$ cat src/rtl/snake_motion_ctrl_pkg.sv
// Shared codes, global state type and helpers for the snake motion controller.
package snake_motion_ctrl_pkg;

  localparam logic [2:0] DIR_NONE  = 3'd0;
  localparam logic [2:0] DIR_UP    = 3'd1;
  localparam logic [2:0] DIR_DOWN  = 3'd2;
  localparam logic [2:0] DIR_LEFT  = 3'd3;
  localparam logic [2:0] DIR_RIGHT = 3'd4;
  localparam logic [2:0] CMD_PAUSE = 3'd5;

  typedef enum logic [0:0] {StRun, StPaused} gstate_e;

  // True when both codes are directions on the same axis (same or reverse move).
  function automatic logic same_axis(logic [2:0] a, logic [2:0] b);
    logic a_vert, b_vert, a_horz, b_horz;
    a_vert = (a == DIR_UP)   || (a == DIR_DOWN);
    b_vert = (b == DIR_UP)   || (b == DIR_DOWN);
    a_horz = (a == DIR_LEFT) || (a == DIR_RIGHT);
    b_horz = (b == DIR_LEFT) || (b == DIR_RIGHT);
    return (a_vert && b_vert) || (a_horz && b_horz);
  endfunction

  // Direction codes 1..4.
  function automatic logic is_dir(logic [2:0] c);
    return (c >= DIR_UP) && (c <= DIR_RIGHT);
  endfunction

  // Codes worth latching: directions and pause.
  function automatic logic is_cmd(logic [2:0] c);
    return (c >= DIR_UP) && (c <= CMD_PAUSE);
  endfunction

endpackage

$ cat src/rtl/snake_motion_ctrl_if.sv
// Command/status bundle between the game front-end and the motion controller.
interface snake_motion_ctrl_if #(
  parameter int unsigned N_PLAYERS = 2,
  parameter int unsigned SPEED_W   = 2
);
  logic [N_PLAYERS-1:0]   cmd_valid;
  logic [3*N_PLAYERS-1:0] cmd;
  logic [SPEED_W-1:0]     speed;
  logic                   freeze;
  logic [3*N_PLAYERS-1:0] dir_out;
  logic                   move_pulse;
  logic                   paused;

  modport master (
    output cmd_valid, cmd, speed, freeze,
    input  dir_out, move_pulse, paused
  );

  modport slave (
    input  cmd_valid, cmd, speed, freeze,
    output dir_out, move_pulse, paused
  );
endinterface

$ cat src/rtl/snake_motion_ctrl_tick_gen.sv
// Movement tick generator: programmable period, reloaded only at wrap, held by freeze.
module snake_motion_ctrl_tick_gen #(
  parameter int unsigned CNT_W       = 25,
  parameter int unsigned BASE_PERIOD = 4000000,
  parameter int unsigned N_SPEEDS    = 4,
  parameter int unsigned SPEED_W     = 2
) (
  input  logic               clk,
  input  logic               rst,
  input  logic [SPEED_W-1:0] i_speed,
  input  logic               i_freeze,
  output logic               o_tick
);

  localparam logic [CNT_W-1:0] BASE = CNT_W'(BASE_PERIOD);

  logic [CNT_W-1:0] r_cnt;
  logic [CNT_W-1:0] r_period;
  logic [CNT_W-1:0] w_period_new;
  int unsigned      w_speed_cl;

  // Clamp the requested speed and derive the period it selects.
  always_comb begin
    w_speed_cl = 32'(i_speed);
    if (w_speed_cl >= N_SPEEDS) w_speed_cl = N_SPEEDS - 1;
    w_period_new = CNT_W'(BASE_PERIOD >> w_speed_cl);
  end

  // Freeze outranks a coincident terminal count.
  assign o_tick = !i_freeze && (r_cnt == r_period - CNT_W'(1));

  // Counter and period register; freeze keeps tracking speed so release starts fresh.
  always_ff @(posedge clk or posedge rst) begin
    if (rst) begin
      r_cnt    <= '0;
      r_period <= BASE;
    end else if (i_freeze || o_tick) begin
      r_cnt    <= '0;
      r_period <= w_period_new;
    end else begin
      r_cnt    <= r_cnt + CNT_W'(1);
    end
  end

endmodule

$ cat src/rtl/snake_motion_ctrl.sv
// Multi-player snake motion controller: command latching, direction rules, global pause.
module snake_motion_ctrl
  import snake_motion_ctrl_pkg::*;
#(
  parameter int unsigned N_PLAYERS   = 2,
  parameter int unsigned CNT_W       = 25,
  parameter int unsigned BASE_PERIOD = 4000000,
  parameter int unsigned N_SPEEDS    = 4
) (
  input  logic                clk,
  input  logic                rst,
  snake_motion_ctrl_if.slave  bus
);

  localparam int unsigned SPEED_W = (N_SPEEDS > 1) ? $clog2(N_SPEEDS) : 1;

  logic                   w_tick;
  logic                   w_pause_req;
  logic [2:0]             r_pend     [N_PLAYERS];
  logic [2:0]             w_pend_d   [N_PLAYERS];
  logic [2:0]             r_dir_st   [N_PLAYERS];
  logic [2:0]             w_dir_st_d [N_PLAYERS];
  gstate_e                r_gstate;
  gstate_e                w_gstate_d;
  logic [3*N_PLAYERS-1:0] r_dir_out;
  logic [3*N_PLAYERS-1:0] w_dir_out_d;
  logic                   r_pulse;
  logic                   w_pulse_d;

  snake_motion_ctrl_tick_gen #(
    .CNT_W       (CNT_W),
    .BASE_PERIOD (BASE_PERIOD),
    .N_SPEEDS    (N_SPEEDS),
    .SPEED_W     (SPEED_W)
  ) u_tick_gen (
    .clk      (clk),
    .rst      (rst),
    .i_speed  (bus.speed),
    .i_freeze (bus.freeze),
    .o_tick   (w_tick)
  );

  // Pause toggles when any player's latched command is pause.
  always_comb begin
    w_pause_req = 1'b0;
    for (int i = 0; i < int'(N_PLAYERS); i++) begin
      if (r_pend[i] == CMD_PAUSE) w_pause_req = 1'b1;
    end
  end

  for (genvar p = 0; p < N_PLAYERS; p++) begin : g_player
    logic [2:0] w_code;
    assign w_code = bus.cmd[3*p +: 3];

    // Pending: latest valid command wins; a tick consumes it unless refilled that cycle.
    always_comb begin
      w_pend_d[p] = r_pend[p];
      if (bus.freeze)                           w_pend_d[p] = DIR_NONE;
      else if (bus.cmd_valid[p] && is_cmd(w_code)) w_pend_d[p] = w_code;
      else if (w_tick)                          w_pend_d[p] = DIR_NONE;
    end

    // Direction: only turns while running; reversing onto the same axis is rejected.
    always_comb begin
      w_dir_st_d[p] = r_dir_st[p];
      if (w_tick && (r_gstate == StRun) && !w_pause_req && is_dir(r_pend[p])) begin
        if ((r_dir_st[p] == DIR_NONE) || !same_axis(r_dir_st[p], r_pend[p])) begin
          w_dir_st_d[p] = r_pend[p];
        end
      end
    end

    // Per-player pending and direction state.
    always_ff @(posedge clk or posedge rst) begin
      if (rst) begin
        r_pend[p]   <= DIR_NONE;
        r_dir_st[p] <= DIR_NONE;
      end else begin
        r_pend[p]   <= w_pend_d[p];
        r_dir_st[p] <= w_dir_st_d[p];
      end
    end
  end

  // Global run/pause state and registered outputs.
  always_ff @(posedge clk or posedge rst) begin
    if (rst) begin
      r_gstate  <= StRun;
      r_dir_out <= '0;
      r_pulse   <= 1'b0;
    end else begin
      r_gstate  <= w_gstate_d;
      r_dir_out <= w_dir_out_d;
      r_pulse   <= w_pulse_d;
    end
  end

  // Global next state: a pause request on a tick flips run/pause.
  always_comb begin
    w_gstate_d = r_gstate;
    if (w_tick && w_pause_req) begin
      w_gstate_d = (r_gstate == StRun) ? StPaused : StRun;
    end
  end

  // Output next values: publish directions and strobe only when running after the tick.
  always_comb begin
    w_dir_out_d = r_dir_out;
    w_pulse_d   = 1'b0;
    if (w_tick) begin
      if (w_gstate_d == StRun) begin
        w_pulse_d = 1'b1;
        for (int i = 0; i < int'(N_PLAYERS); i++) begin
          w_dir_out_d[3*i +: 3] = w_dir_st_d[i];
        end
      end else begin
        w_dir_out_d = '0;
      end
    end
  end

  assign bus.dir_out    = r_dir_out;
  assign bus.move_pulse = r_pulse;
  assign bus.paused     = (r_gstate == StPaused);

endmodule

$ cat src/flat_wrapper.sv
// flat-port wrapper written by rule: the top's interface ports become plain ports
module snake_motion_ctrl_flat import snake_motion_ctrl_pkg::*;
#(
  parameter int unsigned N_PLAYERS   = 2,
  parameter int unsigned CNT_W       = 25,
  parameter int unsigned BASE_PERIOD = 4000000,
  parameter int unsigned N_SPEEDS    = 4
)
  (clk, rst, bus_cmd_valid, bus_cmd, bus_speed, bus_freeze, bus_dir_out, bus_move_pulse, bus_paused);
  snake_motion_ctrl_if #(.N_PLAYERS(N_PLAYERS), .SPEED_W((2))) bus_i ();
  input  logic clk;
  input  logic rst;
  input wire logic [$bits(bus_i.cmd_valid)-1:0] bus_cmd_valid;
  input wire logic [$bits(bus_i.cmd)-1:0] bus_cmd;
  input wire logic [$bits(bus_i.speed)-1:0] bus_speed;
  input wire logic [$bits(bus_i.freeze)-1:0] bus_freeze;
  output wire logic [$bits(bus_i.dir_out)-1:0] bus_dir_out;
  output wire logic [$bits(bus_i.move_pulse)-1:0] bus_move_pulse;
  output wire logic [$bits(bus_i.paused)-1:0] bus_paused;
  assign bus_i.cmd_valid = bus_cmd_valid;
  assign bus_i.cmd = bus_cmd;
  assign bus_i.speed = bus_speed;
  assign bus_i.freeze = bus_freeze;
  assign bus_dir_out = bus_i.dir_out;
  assign bus_move_pulse = bus_i.move_pulse;
  assign bus_paused = bus_i.paused;
  snake_motion_ctrl #(.N_PLAYERS(N_PLAYERS), .CNT_W(CNT_W), .BASE_PERIOD(BASE_PERIOD), .N_SPEEDS(N_SPEEDS)) u_core (.clk(clk), .rst(rst), .bus(bus_i));
endmodule
$ cat config.mk
export PLATFORM = sky130hd
export DESIGN_NAME = snake_motion_ctrl_flat
export DESIGN_NICKNAME = d
export VERILOG_FILES = /design/src/rtl/snake_motion_ctrl_pkg.sv /design/src/rtl/snake_motion_ctrl_if.sv /design/src/rtl/snake_motion_ctrl_tick_gen.sv /design/src/rtl/snake_motion_ctrl.sv /design/src/flat_wrapper.sv
export SDC_FILE = /design/constraint.sdc
export NUM_CORES = 1
export LEC_CHECK = 0
export CAP_MARGIN = 40
export CORE_ASPECT_RATIO = 2
export CORE_MARGIN = 5
export CORE_UTILIZATION = 53
export CTS_CLUSTER_DIAMETER = 40
export DETAILED_ROUTE_END_ITERATION = 16
export PLACE_DENSITY = 0.76
export SETUP_SLACK_MARGIN = 0.1
export SLEW_MARGIN = 20
export SYNTH_ARGS = -nofsm -noshare
export SYNTH_HDL_FRONTEND = slang
export SYNTH_SLANG_ARGS = --single-unit
export TNS_END_PERCENT = 30
$ cat constraint.sdc
create_clock -name clk -period 2.35 [get_ports clk]
set_input_delay 0.3525 -clock clk [delete_from_list [all_inputs] [get_ports clk]]
set_output_delay 0.3525 -clock clk [all_outputs]
set_load 0.005 [all_outputs]
## Word level (Yosys, flattened, before mapping)

Index checks and enable logic that the tools add are counted.

- Eq/ne operators: 19
- Reductions and logical operators: 37
- Magnitude comparators: 8
- Bitwise operators: 1
- $mul: 0
- $add $sub $neg: 2
- Mux-type cells: 17
- Shifts and indexed selects: 1
- Divide/modulo/power cells: 0

Operators by type and width:

| cell | number |
|---|---|
| $mux 3 | 9 |
| $add 25x1->25 const B | 1 |
| $eq 25x25->1 | 1 |
| $mux 25 | 1 |
| $shr 22x2->25 const A | 1 |
| $sub 25x1->25 const B | 1 |
| $eq 3x2->1 const B | 8 |
| $eq 3x3->1 const B | 6 |
| $logic_and 1x1->1 | 16 |
| $logic_or 1x1->1 | 13 |
| $eq 3x1->1 const B | 4 |
| $ge 3x1->1 const B | 4 |
| $le 3x3->1 const B | 4 |
| $logic_not 3->1 | 2 |
| $mux 1 | 6 |
| $mux 6 | 1 |
| $reduce_bool 3->1 | 2 |
| $logic_not 1->1 | 4 |
| $not 1->1 | 1 |

- Memory bits (read-only): 0
- Word-level logic and storage cells: 94
- Memories kept: 0
- Memory bits (writable): 0
- Bits in latches: 0
- Bits of input ports: 13
- Output and inout bits: 8
- Flip-flop bits (word level): 70

## Logic depth before layout (Yosys ltp)

Gate-level depths: netlist of run 1.

- Depth after elaboration: 9
- Gate-level depth with buffers: 11
- Depth with buffers taken out: 9

## Modules after synthesis

A second synthesis of run 1 with hierarchy kept.

- Cells, all modules: 311
- Area, all modules: 3,118.0 um^2

By module, submodules not included:

| module | cells each | times used | area each (um^2) |
|---|---|---|---|
| snake_motion_ctrl_tick_gen | 207 | 1 | 2,088.3 |
| snake_motion_ctrl | 104 | 1 | 1,029.7 |

## Least setup slack after synthesis of run 1

No wires, ideal clock.

- Path kind: register to register
- Start point: reg u_core.u_tick_gen.r_period[13]
- End point: reg u_core.r_dir_out[0], in the netlist u_core.bus.dir_out[0]
- Setup time: 0.077 ns
- Buffers on the path: 2
- Period minus slack after synthesis: 2.501 ns
- Setup slack: -0.151 ns
- Stages on the path, launching flop included: 12
- Arrival time: 2.424 ns
- Cell sequence: dfrtp_1 clkbuf_2 inv_1 ha_1 nor2b_1 nand2_2 o22ai_1 o221ai_2 or4_1 buf_2 nand2b_4 o21ai_1

- Cells in the longest elaborated chain, start to end: 8
- Elaborated cells on any way between the ends: 10

Ends and longest elaborated chain:

| what | RTL line | text |
|---|---|---|
| from (decl) | snake_motion_ctrl_tick_gen.sv:18 | `logic [CNT_W-1:0] r_period;` |
| from (signal assigned) | snake_motion_ctrl_tick_gen.sv:39 | `r_period <= w_period_new;` |
| $sub 25x1->25 (*) | snake_motion_ctrl_tick_gen.sv:30 | `assign o_tick = !i_freeze && (r_cnt == r_period - CNT_W'(1));` |
| $eq 25x25->1 (*) | snake_motion_ctrl_tick_gen.sv:30 |  |
| $logic_and 1x1->1 (*) | snake_motion_ctrl_tick_gen.sv:30 |  |
| $logic_and 1x1->1 (3 in a row) | snake_motion_ctrl.sv:66 | `if (w_tick && (r_gstate == StRun) && !w_pause_req && is_dir(r_pend[p])) begin` |
| $mux 3 | snake_motion_ctrl.sv:66 |  |
| $mux 6 | snake_motion_ctrl.sv:111 | `if (w_gstate_d == StRun) begin` |
| to (signal assigned) | snake_motion_ctrl.sv:93 | `r_dir_out <= w_dir_out_d;` |
| to (decl) | snake_motion_ctrl.sv:25 | `logic [3*N_PLAYERS-1:0] r_dir_out;` |

Every way passes the cells marked *; elsewhere a longest branch is shown, timed or not.
A chain may end at the register's enable or synchronous reset.

## Final worst setup path of run 1

- Start point: reg u_core.u_tick_gen.r_period[8]
- End point: reg u_core.u_tick_gen.r_period[10]

- Cells in the longest elaborated chain, start to end: 4

Ends and longest elaborated chain:

| what | RTL line | text |
|---|---|---|
| $sub 25x1->25 | snake_motion_ctrl_tick_gen.sv:30 |  |
| $eq 25x25->1 | snake_motion_ctrl_tick_gen.sv:30 |  |
| $logic_and 1x1->1 | snake_motion_ctrl_tick_gen.sv:30 |  |
| $logic_or 1x1->1 | snake_motion_ctrl_tick_gen.sv:37 | `end else if (i_freeze \|\| o_tick) begin` |

No other way between the ends.

==> impl_metrics.tcl, run 1 <==
set metrics [dict create \
    tritoncts "yes" \
    dieArea_mm2 0.007530 \
    wl_met3_um 235 \
    synth_area_mm2 0.003080 \
    via_per_inst 5.742 \
    clock-skew-final_ns 0.006294 \
    final_min_period_over_clock_period 1.054 \
    top_layer "met4" \
    final-seq-area_mm2 0.001384 \
    die_h_um 117.8 \
    wl_met2_mm 4.610 \
    crit_fanout 7 \
    nets 414 \
    maxCapViolCount 0 \
    slew_headroom 0.6765 \
    firstDrtPassIters 4 \
    place.gp.congestion 0.8963 \
    vias 2601 \
    clock-sinks 55 \
    startpoint "u_core.u_tick_gen.r_period[8]" \
    ff2ff_setup_slack_ns -0.13 \
    area_growth_pct 36.03 \
    grt.total_usage 0.2148 \
    rsz0062_at_grt "yes" \
    max_clock_freq_ghz 0.4037 \
    min_path_type "in2async" \
    cts_max_path_buffers 2 \
    ys_types 52 \
    row_count 39 \
    worst_slack_ns -0.1269 \
    diodes 0 \
    r2r-start "u_core.u_tick_gen.r_period[8]" \
    cp.required_ns 2.52 \
    worst_hold_slack_ns 0.3974 \
    htreeDepth 2 \
    min_period_ns 2.477 \
    dp_hpwl_mm 5.652 \
    clk_latency_ns 0.29 \
    ff2ff_path_depth 9 \
    synth_most_common_cell "dfrtp_1" \
    seq_area_frac_synth 0.4488 \
    final-hold-violation-count 0 \
    port_buffers 20 \
    die_x_um 63.91 \
    drc_errors 0 \
    setup_viol 40 \
    cp_top_family "compound AO/OA/AOI/OAI gates" \
    synth_top_area_cell "dfrtp_1" \
    violations "negative setup slack" \
    wl_per_cell_um 18.03 \
    path_cells "nor3_4, buf_4, a31o_2, a22oi_2, nand4_1, buf_4, o31ai_4, buf_12, mux2_4" \
    dp_slack_ns -0.1615 \
    reg2reg_to "u_core.u_tick_gen.r_period[10]" \
    drive_above_1_share 0.2985 \
    leakagePower_nw 1.886 \
    synthCells 323 \
    drtIter0Drc 154 \
    synthArstFlopShare 1.000 \
    utilization 0.7339 \
    cp_slowest_cell "dfstp_2" \
    wl_met1_mm 2.718 \
    drtAntennaViolNets 0 \
    overflow 0 \
    numCtsBuffers 5 \
    syn-num-nets 345 \
    synth_warnings 0 \
    wl_mm 8.167 \
    path_clk_slew_ns 0.07 \
    antenna_found_initial 0 \
    slew_violations 0 \
    crit_type "reg2reg" \
    end_kind "register" \
    critPathArrivalTime_ns 2.65 \
    powerDensity_mw_per_mm2 531.6 \
    synth_top_area_frac 0.4062 \
    cpMostUsedCell "buf_4" \
    cp-start-kind "register" \
    boundaryPins 21 \
    cpPeakStageDelay_ns 0.61 \
    synth_area_leaders "dfrtp_1, xor2_1, xnor2_1, nor2_1, nand2_1" \
    crit_buf_inv 3 \
    grt_max_degree 30 \
    clock-root-buffer "clkbuf_16" \
    fillCellCount 377 \
    grt_pass1_vias 2708 \
    synth_edf_count 0 \
    synth_flop_cell "dfrtp_1" \
    grt_first_pass_wirelength_mm 12.46 \
    ys_seq_elements 55 \
    core_mm2 0.005709 \
    multi_input_area_mm2 0.001775 \
    worstMarginPinSlew_ns 0.4846 \
    ir_worst_vdd_v 0.0007349 \
    power.total_mw 2.228 \
    yosys-top-cells-count "dfrtp_1, nor2_1, nand2_1" \
    status "complete, but fails checks" \
    start_util 0.5396 \
    holdBufCountCts 0 \
    synth_area_per_cell_um2 9.537 \
]
-- worst reg2reg max path, cell delays in order, from the launching register on --
cell and delay, ns:
dfstp_2 0.61, nor3_4 0.08, buf_4 0.14, a31o_2 0.22, a22oi_2 0.21, nand4_1 0.17, buf_4 0.19, o31ai_4 0.23
buf_12 0.19, mux2_4 0.32
-- metrics by stage --
step,setup TNS [ns],instance area [µm²],std cells
floorplan,-0.09609,3171,323
global placement,-0.8485,3699,431
detailed placement,-2.124,3699,431
CTS,-0.7473,3978,447
global route,-7.797,4190,453
finish,-2.040,4190,453
-- routing by layer --
| layer | vias to the layer above | track usage |
|---|---|---|
| met1 | 1256 | 0.1989 |
| li1 | 1229 | - |
| met3 | 39 | 0.03820 |
| met2 | 77 | 0.3936 |
| met4 | 0 | 0.1573 |
| met5 | - | 0 |
-- logic make-up (layout without fill, tap and decap cells) --
| group | Yosys count | in the layout | synth area share |
|---|---|---|---|
| compound gates | 40 | 40 | 0.08693 |
| xor+xnor | 47 | 47 | 0.1336 |
| fa+ha+maj | 9 | 9 | 0.03656 |
| buf+inv | 31 | 100 | 0.04549 |
| flops | 55 | 55 | 0.4488 |
| mux | 9 | 9 | 0.03046 |
| simple gates | 132 | 132 | 0.2181 |
-- report_power, final --
group          internal [mW]  switching, mW
clock network          0.497          0.309
logic                  0.202          0.205
registers              0.980         0.0353
-- flip-flops by register name, summed over array words and instances, names as in the netlist --
signal                      count
u_core.bus.paused               1
u_core.r_pend                   6
u_core.u_tick_gen.r_cnt        25
u_core.u_tick_gen.r_period     10
u_core.bus.move_pulse           1
u_core.r_dir_st                 6
u_core.bus.dir_out              6
-- worst max-delay path by stage --
stage / end / cells after the start
floorplan: u_core.bus.dir_out[3] / 8
global placement: u_core.bus.dir_out[5] / 9
detailed placement: u_core.bus.dir_out[5] / 9
CTS: u_core.u_tick_gen.r_period[15] / 9
global route: u_core.u_tick_gen.r_period[10] / 9
finish: u_core.u_tick_gen.r_period[10] / 9
-- area by class of cell --
cell class	instances	share of cell area
multi-input cells	237	0.4237
well taps	61	0.01821
inverters	19	0.01821
repair buffers	74	0.1717
flip-flops and latches	55	0.3302
clock buffers	6	0.03076
clock inverters	1	0.007166
-- repair_timing --
item	CTS	global route
buffers inserted	8	5
pin swaps	10	16
endpoints found under the setup margin	54	55
resized for setup	10	46
cloned	1	2
-- placed cells by master (no fill, tap or decap), drive strengths merged, types with 2 or more instances in the layout --
| master | count |
|---|---|
| a21oi | 7 |
| and3 | 10 |
| buf | 52 |
| clkbuf | 8 |
| clkdlybuf4s50 | 20 |
| dfrtp | 50 |
| dfstp | 5 |
| ha | 9 |
| inv | 19 |
| mux2 | 3 |
| mux2i | 6 |
| nand2 | 39 |
| nand2b | 4 |
| nand3 | 10 |
| nand4 | 8 |
| nor2 | 39 |
| nor3 | 5 |
| nor4 | 6 |
| o21ai | 15 |
| o22ai | 3 |
| o311ai | 3 |
| o31ai | 2 |
| or3 | 2 |
| xnor2 | 20 |
| xor2 | 27 |
Note: power is estimated with default switching activity, not from simulation.
==> inputs of run 2 (changes only) <==
Settings changed: CTS_BUF_LIST set to sky130_fd_sc_hd__clkbuf_16.
==> run 2 against run 1 <==
  * The flow still finishes with violations (negative setup slack)
  * Power shrank 0.13%
  * Sequential power barely moved
  * Critical endpoint unchanged
  * Combinational power about the same
  * Via count decreased by 0.23%
  * Non-clock buffer count did not move
==> impl_metrics.tcl, run 2 (synthesized netlist as in run 1, its figures left out) <==
set metrics [dict create \
    overflow 0 \
    drive_above_1_share 0.2985 \
    start_util 0.5396 \
    reg.largest.list "u_core.u_tick_gen.r_cnt (25), u_core.u_tick_gen.r_period (10)" \
    final_min_period_over_clock_period 1.056 \
    drtAntennaViolNets 0 \
    cpPeakStageDelay_ns 0.61 \
    dp_slack_ns -0.1615 \
    clock-root-buffer "clkbuf_16" \
    grt.total_usage 0.2148 \
    holdBufCountCts 0 \
    cp-start-kind "register" \
    violations "negative setup slack" \
    tritoncts "yes" \
    clock-skew-final_ns 0.006022 \
    area_growth_pct 36.03 \
    wl_mm 8.192 \
    largest_reg_flops 25 \
    rsz0062_at_grt "yes" \
    nets 414 \
    end_kind "register" \
    drc_errors 0 \
    htreeDepth 2 \
    final_common_cell "dfrtp_1" \
    vias 2595 \
    cpMostUsedCell "buf_4" \
    firstDrtPassIters 4 \
    via_per_inst 5.728 \
    min_period_ns 2.481 \
    slew_violations 0 \
    port_buffers 20 \
    min_path_type "in2async" \
    worstMarginPinSlew_ns 0.4849 \
    path_clk_slew_ns 0.07 \
    dieArea_mm2 0.007530 \
    grt_first_pass_wirelength_mm 12.46 \
    final-seq-area_mm2 0.001384 \
    finalSetupTns_ns -2.193 \
    diodes 0 \
    clk_latency_ns 0.29 \
    cp_top_family "compound AO/OA/AOI/OAI gates" \
    powerDensity_mw_per_mm2 530.9 \
    leakagePower_nw 1.890 \
    final-hold-violation-count 0 \
    place.gp.congestion 0.8963 \
    crit_type "reg2reg" \
    multi_input_area_mm2 0.001775 \
    ir_worst_vdd_v 0.0007355 \
    maxCapViolCount 0 \
    wl_per_cell_um 18.08 \
    fillCellCount 377 \
    cp.required_ns 2.52 \
    antenna_found_initial 0 \
    worst_slack_ns -0.1311 \
    final_cell_mix "dfrtp_1, buf_4, nand2_1" \
    numCtsBuffers 5 \
    clock-sinks 55 \
    grt_max_degree 30 \
    slew_headroom 0.6762 \
    crit_fanout 7 \
    die_x_um 63.91 \
    critPathArrivalTime_ns 2.65 \
    utilization 0.7339 \
    path_cells "nor3_4, buf_4, a31o_2, a22oi_2, nand4_1, buf_4, o31ai_4, buf_12, mux2_4" \
    regMostFlops "u_core.u_tick_gen.r_cnt" \
    die_h_um 117.8 \
    core_mm2 0.005709 \
    cts_max_path_buffers 2 \
    cp_slowest_cell "dfstp_2" \
    grt_pass1_vias 2708 \
    max_clock_freq_ghz 0.4030 \
    crit_buf_inv 3 \
    drtIter0Drc 163 \
    status "complete, but fails checks" \
    dp_hpwl_mm 5.652 \
    row_count 39 \
    setup_viol 40 \
    boundaryPins 21 \
]
[run 2: cell types whose count changed in the layout (fill, tap and decap cells not counted), sizes merged]
cell | before | now
clkbuf | 8 | 7
inv | 19 | 20
[run 2: final cells by class]
cell class / instances / share of cell area
clock buffers: 5 / 0.02986
clock inverters: 2 / 0.008062
repair buffers: 74 / 0.1717
multi-input cells: 237 / 0.4237
well taps: 61 / 0.01821
inverters: 19 / 0.01821
flip-flops and latches: 55 / 0.3302
[run 2: timing repair]
action                                 in CTS  in global routing
pin swaps                                  10                 16
setup endpoints to repair                  54                 55
resized for setup                          10                 46
endpoints found under the hold margin       0                  0
gates cloned                                1                  2
setup buffers                               8                  5
[run 2: layer usage]
| layer | global-route usage | part of all wire | vias to the layer above |
|---|---|---|---|
| li1 | - | - | 1228 |
| met1 | 0.1989 | 0.33 | 1253 |
| met2 | 0.3936 | 0.56 | 75 |
| met5 | 0 | 0 | - |
| met3 | 0.03820 | 0.031 | 39 |
| met4 | 0.1573 | 0.074 | 0 |
[run 2: final timing paths]
| kind | startpoint | end | slack [ns] | depth (start not counted) |
|---|---|---|---|---|
| max | u_core.u_tick_gen.r_period[8] | u_core.u_tick_gen.r_period[10] | -0.13 | 9 |
| min | rst | u_core.u_tick_gen.r_cnt[2] | 0.40 | 2 |
| max reg2reg | u_core.u_tick_gen.r_period[8] | u_core.u_tick_gen.r_period[10] | -0.13 | 9 |
| min reg2reg | u_core.bus.dir_out[1] | u_core.bus.dir_out[1] | 0.48 | 2 |
| max in group asynchronous | rst | u_core.u_tick_gen.r_period[21] | 1.32 | 3 |
| min in group clk | u_core.bus.dir_out[1] | u_core.bus.dir_out[1] | 0.48 | 2 |
[run 2: stage by stage]
stage / hold slack (ns) / cell area (µm²) / instances / power, mW
after CTS: 0.4025 / 3978 / 447 / 2.194
after global placement: 0.4660 / 3699 / 431 / 1.346
after floorplan: 0.4029 / 3171 / 323 / 1.225
final: 0.3972 / 4190 / 453 / 2.225
after detailed placement: 0.4727 / 3699 / 431 / 1.355
after global routing: 0.4384 / 4190 / 453 / 2.328
[run 2: where the power goes]
group          internal [mW]  switching (mW)  total, mW
registers              0.980          0.0355       1.02
logic                  0.202           0.205      0.407
clock network          0.493           0.310      0.802
total                   1.67           0.550       2.22
==> inputs of run 3 (changes only) <==
==> constraint.sdc (replaced) <==
create_clock -name clk -period 2.35 [get_ports clk]
set_input_delay 0.47 -clock clk [delete_from_list [all_inputs] [get_ports clk]]
set_output_delay 0.47 -clock clk [all_outputs]
set_load 0.005 [all_outputs]
==> run 3 against run 2 <==
  * The run still ends with negative setup slack left
  * Count of clock-buffer cells in the layout stayed put
  * Hold slack better by 0.082 ns
  * Core utilization shrank 0.81 points
  * Flip-flop and latch count did not move
  * Sequential power about the same
  * Clock skew fell by 0.00084 ns
  * Critical endpoint unchanged
==> impl_metrics.tcl, run 3 (synthesized netlist as in run 1, its figures left out) <==
set metrics [dict create \
    tritoncts "yes" \
    cp-start-kind "register" \
    grt_util_met1 0.2009 \
    port_buffers 20 \
    wl_per_cell_um 18.07 \
    nets 417 \
    min_period_ns 2.583 \
    violations "negative setup slack" \
    path_clk_slew_ns 0.06 \
    regMostFlops "u_core.u_tick_gen.r_cnt" \
    dp_slack_ns -0.1772 \
    grt_max_degree 30 \
    clock-root-buffer "clkbuf_16" \
    maxCapViolCount 0 \
    met2_usage 0.4118 \
    die_x_um 63.91 \
    clk_latency_ns 0.29 \
    final_common_cell "dfrtp_1" \
    leakagePower_nw 1.880 \
    slew_violations 0 \
    placed_area_mm2 0.003699 \
    max_clock_freq_ghz 0.3871 \
    met3_usage 0.03343 \
    powerDensity_mw_per_mm2 508.4 \
    status "complete, but fails checks" \
    reg.largest.list "u_core.u_tick_gen.r_cnt (25), u_core.u_tick_gen.r_period (10)" \
    row_count 39 \
    cts_max_path_buffers 2 \
    grt_pass1_vias 2813 \
    diodes 0 \
    r2r-start "u_core.u_tick_gen.r_period[13]" \
    drtIter0Drc 118 \
    final_cell_mix "dfrtp_1, buf_4, nand2_1" \
    dp_hpwl_mm 5.777 \
    start_util 0.5396 \
    clock-skew-final_ns 0.005182 \
    ir_worst_vdd_v 0.0007404 \
    min_path_type "reg2reg" \
    place.gp.congestion 0.8727 \
    vias 2645 \
    overflow 0 \
    startpoint "u_core.u_tick_gen.r_period[13]" \
    largest_reg_flops 25 \
    htreeDepth 2 \
    rsz0062_at_grt "yes" \
    antenna_found_initial 0 \
    slew_headroom 0.6506 \
    min-delay-start "u_core.bus.dir_out[1]" \
    numCtsBuffers 5 \
    crit_fanout 4 \
    fin_area_mm2 0.004144 \
    die_h_um 117.8 \
    boundaryPins 21 \
    critPathArrivalTime_ns 2.76 \
    setup_viol 53 \
    area_growth_pct 34.52 \
    drive_above_1_share 0.2753 \
    top_usage_layer "met2" \
    worstMarginPinSlew_ns 0.5234 \
    end_kind "register" \
    wl_mm 8.259 \
    firstDrtPassIters 4 \
    final_min_period_over_clock_period 1.099 \
    clock-sinks 55 \
    dieArea_mm2 0.007530 \
    cp.required_ns 2.53 \
    crit_type "reg2reg" \
    grt.total_usage 0.2156 \
    core_mm2 0.005709 \
    via_per_inst 5.788 \
    worst_slack_ns -0.2332 \
    grt_first_pass_wirelength_mm 12.80 \
    drtAntennaViolNets 0 \
    drc_errors 0 \
    final-hold-violation-count 0 \
]
[run 3: cell types whose count changed in the layout (fill, tap and decap cells not counted), sizes merged]
cell / delta
buf: +3
clkinv: +2
bufinv: -1
[run 3: worst paths after layout]
path | cells after the start | slack (ns) | endpoint
setup / recovery | 11 | -0.23 | u_core.u_tick_gen.r_period[10]
hold / removal | 2 | 0.48 | u_core.bus.dir_out[1]
setup reg to reg | 11 | -0.23 | u_core.u_tick_gen.r_period[10]
hold reg to reg | 2 | 0.48 | u_core.bus.dir_out[1]
max in group asynchronous | 3 | 1.23 | u_core.u_tick_gen.r_period[8]
min in group asynchronous | 2 | 0.54 | u_core.r_dir_st[0]
[run 3: area by class of cell]
type	instances	area, µm²
Multi-Input combinational cell	237	1735
Timing Repair Buffer	77	735.7
Tap cell	61	76.32
Inverter	19	76.32
Fill cell	387	1565
Sequential cell	55	1384
Clock inverter	3	11.26
Clock buffer	5	125.1
[run 3: what timing repair did]
item / 4_1_cts / 5_1_grt
endpoints found under the setup margin: 55 / 55
pin swaps: 8 / 9
hold buffers: 0 / 0
cloned: 0 / 2
resized for setup: 12 / 20
buffers inserted: 6 / 10
[run 3: power by group]
group	internal (mW)	switching, mW	leakage (nW)
clock	0.384	0.305	0.0701
combinational	0.202	0.201	1.08
sequential	0.980	0.0345	0.733
total	1.57	0.541	1.88
[run 3: critical path: stages (launching register included)]
cell and delay, ns:
dfrtp_1 0.44, inv_4 0.06, ha_4 0.24, xnor2_2 0.13, nor4_2 0.20, and3_1 0.23, nand4_1 0.15, buf_4 0.18
o31ai_4 0.27, buf_12 0.15, buf_12 0.12, mux2_4 0.29
[run 3: per-stage QoR]
step	TNS [ns]	cells	hold WS (ns)	utilization	power (mW)
final	-6.932	457	0.4793	0.7258	2.107
after global routing	-12.95	457	0.5087	0.7258	2.191
after detailed placement	-3.109	431	0.4723	0.6478	1.356
after global placement	-1.081	431	0.4682	0.6478	1.345
after floorplan	-0.09609	323	0.4547	-	1.225
after CTS	-0.5481	445	0.4866	0.6881	2.066
[run 3: layer usage]
metal | wire (µm) | up-vias | part of all wire
met4 | 467 | 0 | 0.057
met3 | 306 | 41 | 0.037
met2 | 4767 | 88 | 0.58
met1 | 2717 | 1276 | 0.33
li1 | - | 1240 | -
met5 | 0 | - | 0
